### config.mk
export PLATFORM = sky130hd
export DESIGN_NAME = fmul_rr_sched
export DESIGN_NICKNAME = d
export VERILOG_FILES = /design/src/rtl/fp_pkg.sv /design/src/rtl/fmul_core.sv /design/src/rtl/rr_arbiter.sv /design/src/rtl/fmul_rr_sched.sv
export SDC_FILE = /design/constraint.sdc
export NUM_CORES = 2
export LEC_CHECK = 0
export BUFFER_PORTS_ARGS = -buffer_cell sky130_fd_sc_hd__buf_2
export CAP_MARGIN = 10
export CORE_MARGIN = 2
export CORE_UTILIZATION = 45
export DETAILED_ROUTE_END_ITERATION = 10
export GPL_ROUTABILITY_DRIVEN = 1
export PLACE_DENSITY = 0.64
export SYNTH_ARGS = -nofsm -noshare
export SYNTH_HDL_FRONTEND = slang
export SYNTH_SLANG_ARGS = --single-unit
### constraint.sdc
create_clock -name clk -period 11.1 [get_ports clk]
set_input_delay 0.555 -clock clk [delete_from_list [all_inputs] [get_ports clk]]
set_output_delay 0.555 -clock clk [all_outputs]
set_load 0.02 [all_outputs]
### src/rtl/fp_pkg.sv
// -----------------------------------------------------------------------------
// fp_pkg
// Shared IEEE-754 binary32 field definitions and helpers for the FPU
// sharing blocks (FMUL scheduler, later FADD scheduler).
//   EXP_MAX / EXP_BIAS : exponent limits
//   SIGN_W / EXP_W / FRAC_W : field widths
//   fp32_t             : packed {sign, exp, frac} view of a binary32 word
//   fp32_pack()        : assemble a binary32 word from its fields
// -----------------------------------------------------------------------------
package fp_pkg;

   localparam int unsigned SIGN_W   = 1;
   localparam int unsigned EXP_W    = 8;
   localparam int unsigned FRAC_W   = 23;
   localparam int unsigned EXP_BIAS = 127;
   localparam logic [EXP_W-1:0] EXP_MAX = 8'd255;

   typedef struct packed {
      logic [SIGN_W-1:0] sign;
      logic [EXP_W-1:0]  exp;
      logic [FRAC_W-1:0] frac;
   } fp32_t;

   function automatic logic [31:0] fp32_pack(input logic [SIGN_W-1:0] sign,
                                             input logic [EXP_W-1:0]  exp,
                                             input logic [FRAC_W-1:0] frac);
      return {sign, exp, frac};
   endfunction

endpackage

### src/rtl/fmul_core.sv
// -----------------------------------------------------------------------------
// fmul_core
// Combinational binary32 multiplier (truncating).
//   i_a, i_b   : packed binary32 operands
//   o_sign     : result sign
//   o_exp      : result exponent
//   o_frac     : result fraction, bits [23:1]
//   o_error    : invalid operation (inf * 0)
//   o_overflow : exponent overflow, result forced to inf
// Denormals are treated as zero; NaN inputs are handled as normals.
// -----------------------------------------------------------------------------
module fmul_core
   import fp_pkg::*;
(
   input  logic [31:0] i_a,
   input  logic [31:0] i_b,
   output logic        o_sign,
   output logic [7:0]  o_exp,
   output logic [23:1] o_frac,
   output logic        o_error,
   output logic        o_overflow
);

   fp32_t       w_a, w_b;
   logic        w_a_zero, w_b_zero, w_a_inf, w_b_inf;
   logic [24:0] w_top;
   logic [9:0]  w_esum;

   assign w_a = i_a;
   assign w_b = i_b;

   assign w_a_zero = (w_a.exp == '0);
   assign w_b_zero = (w_b.exp == '0);
   assign w_a_inf  = (w_a.exp == EXP_MAX) && (w_a.frac == '0);
   assign w_b_inf  = (w_b.exp == EXP_MAX) && (w_b.frac == '0);

   // Product bits [47:23]: bit 24 flags a product in [2,4), the remaining
   // bits hold the truncated fraction for either normalisation case.
   assign w_top  = 25'((48'({1'b1, w_a.frac}) * 48'({1'b1, w_b.frac})) >> 23);
   // Biased exponent sum still carrying one extra bias.
   assign w_esum = 10'(w_a.exp) + 10'(w_b.exp) + 10'(w_top[24]);

   always_comb begin
      o_sign     = w_a.sign ^ w_b.sign;
      o_exp      = '0;
      o_frac     = '0;
      o_error    = 1'b0;
      o_overflow = 1'b0;
      if ((w_a_inf && w_b_zero) || (w_a_zero && w_b_inf)) begin
         o_exp   = EXP_MAX;
         o_frac  = 23'h400000;
         o_error = 1'b1;
      end else if (w_a_inf || w_b_inf) begin
         o_exp = EXP_MAX;
      end else if (!(w_a_zero || w_b_zero)) begin
         if (w_esum >= 10'(EXP_BIAS + 32'(EXP_MAX))) begin
            o_exp      = EXP_MAX;
            o_overflow = 1'b1;
         end else if (w_esum > 10'(EXP_BIAS)) begin
            o_exp  = 8'(w_esum - 10'(EXP_BIAS));
            o_frac = w_top[24] ? w_top[23:1] : w_top[22:0];
         end
         // else underflow: signed zero
      end
   end

endmodule

### src/rtl/rr_arbiter.sv
// -----------------------------------------------------------------------------
// rr_arbiter
// Combinational round-robin arbiter. Searches upward from (i_ptr+1) mod N
// with wrap-around and grants the first asserted request.
//   i_req   : request vector
//   i_ptr   : index of the last granted requester
//   i_adv   : downstream can accept; gates the one-hot grant only
//   o_grant : one-hot grant (zero when no request or !i_adv)
//   o_idx   : granted index (valid when o_any)
//   o_any   : at least one request asserted
// -----------------------------------------------------------------------------
module rr_arbiter #(
   parameter int N  = 4,
   parameter int IW = 2
) (
   input  logic [N-1:0]  i_req,
   input  logic [IW-1:0] i_ptr,
   input  logic          i_adv,
   output logic [N-1:0]  o_grant,
   output logic [IW-1:0] o_idx,
   output logic          o_any
);

   always_comb begin
      o_grant = '0;
      o_idx   = '0;
      o_any   = 1'b0;
      // Walk the search order backwards so the closest candidate to ptr+1
      // is the last one written and therefore wins.
      for (int unsigned k = N; k >= 1; k--) begin
         int unsigned w_cand;
         w_cand = (32'(i_ptr) + k) % N;
         if (i_req[IW'(w_cand)]) begin
            o_idx = IW'(w_cand);
            o_any = 1'b1;
         end
      end
      o_grant[o_idx] = o_any & i_adv;
   end

endmodule

### src/rtl/fmul_rr_sched.sv
// -----------------------------------------------------------------------------
// fmul_rr_sched
// Round-robin scheduler sharing one fmul_core among NREQ requesters through a
// 2-stage pipeline (operand register -> multiplier -> result register).
//   clk, rst      : clock, asynchronous active-high reset
//   req_valid     : per-requester operation request
//   req_ready     : per-requester acceptance (one-hot or zero)
//   req_a, req_b  : operands, slice i = bits [32i+31:32i]
//   resp_valid    : result available
//   resp_ready    : consumer accepts result
//   resp_id       : requester index of the result
//   resp_data     : packed binary32 result
//   resp_error    : invalid operation (inf * 0)
//   resp_overflow : exponent overflow
//   busy          : any pipeline stage occupied
// Optional (macro FMUL_SCHED_STATS_EN): parameter CNTW, input stat_clr and
// saturating counters stat_ops / stat_err / stat_ovf on response handshakes.
// -----------------------------------------------------------------------------
module fmul_rr_sched
   import fp_pkg::*;
#(
   parameter int NREQ = 4,
   parameter int IDW  = 2
`ifdef FMUL_SCHED_STATS_EN
   ,
   parameter int CNTW = 16
`endif
) (
   input  logic                 clk,
   input  logic                 rst,
   input  logic [NREQ-1:0]      req_valid,
   output logic [NREQ-1:0]      req_ready,
   input  logic [NREQ*32-1:0]   req_a,
   input  logic [NREQ*32-1:0]   req_b,
   output logic                 resp_valid,
   input  logic                 resp_ready,
   output logic [IDW-1:0]       resp_id,
   output logic [31:0]          resp_data,
   output logic                 resp_error,
   output logic                 resp_overflow,
   output logic                 busy
`ifdef FMUL_SCHED_STATS_EN
   ,
   input  logic                 stat_clr,
   output logic [CNTW-1:0]      stat_ops,
   output logic [CNTW-1:0]      stat_err,
   output logic [CNTW-1:0]      stat_ovf
`endif
);

   logic            r_s1_valid, r_s2_valid;
   logic [31:0]     r_s1_a, r_s1_b;
   logic [IDW-1:0]  r_s1_id, r_s2_id, r_ptr;
   logic            r_s2_sign, r_s2_err, r_s2_ovf;
   logic [7:0]      r_s2_exp;
   logic [23:1]     r_s2_frac;

   logic            w_adv1, w_adv2, w_any, w_xfer;
   logic [IDW-1:0]  w_gidx;
   logic            w_sign, w_err, w_ovf;
   logic [7:0]      w_exp;
   logic [23:1]     w_frac;

   assign w_adv2 = !r_s2_valid || resp_ready;
   assign w_adv1 = !r_s1_valid || w_adv2;
   assign w_xfer = w_any && w_adv1;

   rr_arbiter #(
      .N  (NREQ),
      .IW (IDW)
   ) u_arb (
      .i_req   (req_valid),
      .i_ptr   (r_ptr),
      .i_adv   (w_adv1),
      .o_grant (req_ready),
      .o_idx   (w_gidx),
      .o_any   (w_any)
   );

   fmul_core u_fmul (
      .i_a        (r_s1_a),
      .i_b        (r_s1_b),
      .o_sign     (w_sign),
      .o_exp      (w_exp),
      .o_frac     (w_frac),
      .o_error    (w_err),
      .o_overflow (w_ovf)
   );

   // Stage 1: operand register and round-robin pointer
   always_ff @(posedge clk or posedge rst) begin
      if (rst) begin
         r_s1_valid <= 1'b0;
         r_s1_a     <= '0;
         r_s1_b     <= '0;
         r_s1_id    <= '0;
         r_ptr      <= IDW'(NREQ - 1);
      end else if (w_adv1) begin
         r_s1_valid <= w_xfer;
         if (w_xfer) begin
            r_s1_a  <= req_a[{w_gidx, 5'd0} +: 32];
            r_s1_b  <= req_b[{w_gidx, 5'd0} +: 32];
            r_s1_id <= w_gidx;
            r_ptr   <= w_gidx;
         end
      end
   end

   // Stage 2: result register, drives the response bus directly
   always_ff @(posedge clk or posedge rst) begin
      if (rst) begin
         r_s2_valid <= 1'b0;
         r_s2_id    <= '0;
         r_s2_sign  <= 1'b0;
         r_s2_exp   <= '0;
         r_s2_frac  <= '0;
         r_s2_err   <= 1'b0;
         r_s2_ovf   <= 1'b0;
      end else if (w_adv2) begin
         r_s2_valid <= r_s1_valid;
         if (r_s1_valid) begin
            r_s2_id   <= r_s1_id;
            r_s2_sign <= w_sign;
            r_s2_exp  <= w_exp;
            r_s2_frac <= w_frac;
            r_s2_err  <= w_err;
            r_s2_ovf  <= w_ovf;
         end
      end
   end

   assign resp_valid    = r_s2_valid;
   assign resp_id       = r_s2_id;
   assign resp_data     = fp32_pack(r_s2_sign, r_s2_exp, r_s2_frac);
   assign resp_error    = r_s2_err;
   assign resp_overflow = r_s2_ovf;
   assign busy          = r_s1_valid || r_s2_valid;

`ifdef FMUL_SCHED_STATS_EN
   logic            w_rsp_hs;
   logic [CNTW-1:0] r_ops, r_err, r_ovf;

   assign w_rsp_hs = r_s2_valid && resp_ready;

   always_ff @(posedge clk or posedge rst) begin
      if (rst) begin
         r_ops <= '0;
         r_err <= '0;
         r_ovf <= '0;
      end else if (stat_clr) begin
         r_ops <= '0;
         r_err <= '0;
         r_ovf <= '0;
      end else if (w_rsp_hs) begin
         if (r_ops != '1)             r_ops <= r_ops + 1'b1;
         if (r_s2_err && r_err != '1) r_err <= r_err + 1'b1;
         if (r_s2_ovf && r_ovf != '1) r_ovf <= r_ovf + 1'b1;
      end
   end

   assign stat_ops = r_ops;
   assign stat_err = r_err;
   assign stat_ovf = r_ovf;
`endif

endmodule

==> results.md <==
* Final ANT Viol Nets at 0
* Async S/R FF share, synth at 100.0%
* Largest fanout on the critical path at 21
* Vias per Instance at 5.240
* First-pass iteration count of the detailed router at 5
* Fin crit period at 10.48 ns
* Syn Std Cell Area at 25150 µm²
* Library cells used by synthesis at 77
* Max Cap Viol at 0
* R2r endpoint: r_s2_frac[19]
* CP required at 11.38 ns
* Synth warnings at 0
* Via count of the routed design at 21060
* Iteration-0 DRC Markers at 1282
* GRT overflow at 0
* Die X at 240.4 µm
* Setup bufs post-CTS at 0
* Worst rel slew slack at 19.24%
* Count of mapped cells out of synthesis at 3066
* Routed wirelength normalized by instance count at 19.84 µm
* Routed wire length at 79720 µm
* Syn-to-layout area delta at 10.12%
* Seq cells post-synth at 106
* Share of layout cells above drive strength 1 at 12.48%
* Final Skew at 0.01668 ns
* Initial Util at 45.56%
* Fmax at 0.09541 GHz
* Max Root-Sink Buffers at 2
* Total Routing Usage GR at 28.66%
* RR Startpoint: r_s1_a[9]
* H-tree Lvls at 3
* Clk slew on worst S/H paths at 0.09 ns
* Setup CP Type: register to register
* EDFF count, synth at 0
* Die area at 57790 µm²
* Status: finished, final reports clean
* Place WS at 0.6522 ns
* Core area at 55200 µm²
* Final setup fails at 0
* I/O Buffers at 304
* Crit-path max cell delay at 0.86 ns
* Post-layout nets at 4187
* Hold WC Path Type: primary input to async pin
* Final Instance Area at 27690 µm²
* Drc violations at 0
* Reg2reg path depth at 36
* Die H at 240.4 µm
* Hold Vio Cnt, Final at 0
* Final worst slack at 0.6188 ns
* Initial antenna violation count at 6
* Fin. max-slew vios at 0
* Worst Setup Start Kind: register
* Period utilization at 94.43%
* Reg2reg setup slack at 0.62 ns
* Critical Path End Type: register
* Vias in the first global route at 21520
* Setup tns final at 0 ns
* Clock sinks at 106
* Worst Tran Pin Value at 1.211 ns
* FP Rows at 86
* CP Data Arrival Time at 10.76 ns
* Post-DP Area at 27380 µm²
* Final HPWL DP at 64580 µm
* First-pass GRT wire length at 123400 µm
* Unrepaired setup endpoints after global routing: no
* Placer congestion estimate at 0.9579
* CTS tree: done
* Root buf cell: clkbuf_16
* CTS Buf Count at 9
* Mapped Nets at 3990
* CP most frequent cell: fa_1
* Slowest CP cell: dfrtp_1
* Seq/Total Area, Yosys at 10.56%
* Pin count of the biggest net entering global routing at 101
* # IOs at 305
* Dominant synthesized flop cell: dfrtp_1
* Clock latency on the worst-skew pair at 0.39 ns
* Mapped Avg Cell Area at 8.202 µm²
==> layer usage <==
metal / vias up / global-route usage [%] / share of wire, %
li1: 9707 / - / -
met1: 10360 / 37.19 / 40
met2: 837 / 46.36 / 47
met3: 152 / 5.304 / 7.9
met4: 4 / 13.66 / 5.2
met5: - / 0 / 0.031
==> timing repair <==
action / CTS / global route
hold endpoints to repair: 0 / 0
gates resized for setup: 0 / 2
endpoints found under the setup margin: 0 / 3
hold buffers: 0 / 0
==> cell families after synthesis <==
kind of cell / share of synthesized area (%)
simple gates: 21.33
mux: 0.1642
buf+inv: 11.43
compound gates: 7.996
flops: 10.56
xor+xnor: 1.219
fa+ha+maj: 47.31
==> cells in the mapped netlist, types with 9 or more instances <==
| master | instances | share of area (%) |
|---|---|---|
| inv_1 | 576 | 8.6 |
| nand2_1 | 538 | 8.0 |
| fa_1 | 483 | 38 |
| nor2_1 | 256 | 3.8 |
| and2_1 | 219 | 5.4 |
| ha_1 | 178 | 8.9 |
| o21ai_0 | 159 | 3.2 |
| clkbuf_1 | 158 | 2.4 |
| dfrtp_1 | 104 | 10 |
| nand3_1 | 76 | 1.5 |
| a21oi_1 | 37 | 0.74 |
| xnor2_1 | 21 | 0.73 |
| a21o_1 | 19 | 0.57 |
| nand4_1 | 17 | 0.42 |
| nor3_1 | 17 | 0.34 |
| nor4_1 | 16 | 0.40 |
| xor2_1 | 14 | 0.49 |
| a221o_1 | 10 | 0.40 |
| o31ai_1 | 9 | 0.27 |
==> final cells by class <==
class                           count  area (µm²)
Clock inverter                      7       83.83
Fill cell                        5450       27510
Timing Repair Buffer              360        1954
Antenna cell                        2       5.005
Sequential cell                   106        2658
Clock buffer                        9       225.2
Multi-Input combinational cell   2206       19650
Inverter                          580        2180
Tap cell                          748       935.9
==> how the worst max path moves through the flow <==
stage          startpoint       endpoint  slack [ns]
6_report        r_s1_a[9]  r_s2_frac[19]        0.62
5_1_grt         r_s1_b[7]  r_s2_frac[19]        0.02
4_1_cts         r_s1_b[6]  r_s2_frac[19]        0.64
3_5_place_dp   r_s1_b[10]  r_s2_frac[19]        0.65
3_3_place_gp    r_s1_b[6]  r_s2_frac[19]        0.90
2_1_floorplan   r_s1_b[4]  r_s2_frac[19]        1.74
==> state kept, by name, indices dropped and copies added, names as in the netlist <==
register       cells
r_s1_id            2
resp_valid         1
resp_overflow      1
r_s2_sign          1
resp_id            2
r_s1_a            32
r_s1_valid         1
r_ptr              2
r_s2_exp           8
r_s1_b            32
resp_error         1
r_s2_frac         23
==> critical path: cells and delay by family, from the launching register on <==
family | cells | cell delay [ns]
DFF | 1 | 0.86
and+or+nand+nor | 7 | 1.64
buffers and inverters | 9 | 0.85
adders and majority gates | 10 | 4.43
AOI/OAI and AO/OA | 10 | 2.57
==> through the flow <==
stage	cells	hold WS, ns	util, %
floorplan	3066	0.4331	-
global placement	4000	0.4475	49.59
detailed placement	4000	0.4684	49.59
CTS	4016	0.2576	50.15
global route	4018	0.2857	50.17
finish	4018	0.2385	50.17
==> cell usage in the layout (no fill, tap or decap), types with 8 or more instances in the layout <==
cell type | synthesis | routed
nand2_1 | 538 | 538
nor4_1 | 16 | 16
o21ai_0 | 159 | 159
nand4_1 | 17 | 17
a21oi_1 | 37 | 37
and2_1 | 219 | 219
fa_1 | 483 | 483
o21bai_1 | 8 | 8
xor2_1 | 14 | 14
o31ai_1 | 9 | 8
buf_4 | 2 | 55
a31oi_1 | 8 | 8
ha_1 | 178 | 178
nor2_1 | 256 | 256
clkbuf_16 | 0 | 9
nand3_1 | 76 | 76
a221o_1 | 10 | 10
a21o_1 | 19 | 19
nor3_1 | 17 | 17
xnor2_1 | 21 | 21
dfrtp_1 | 104 | 102
inv_1 | 576 | 575
buf_2 | 4 | 304
Power is not shown: default switching activity piles up to over one toggle a cycle in this logic, so the estimate is an artifact.
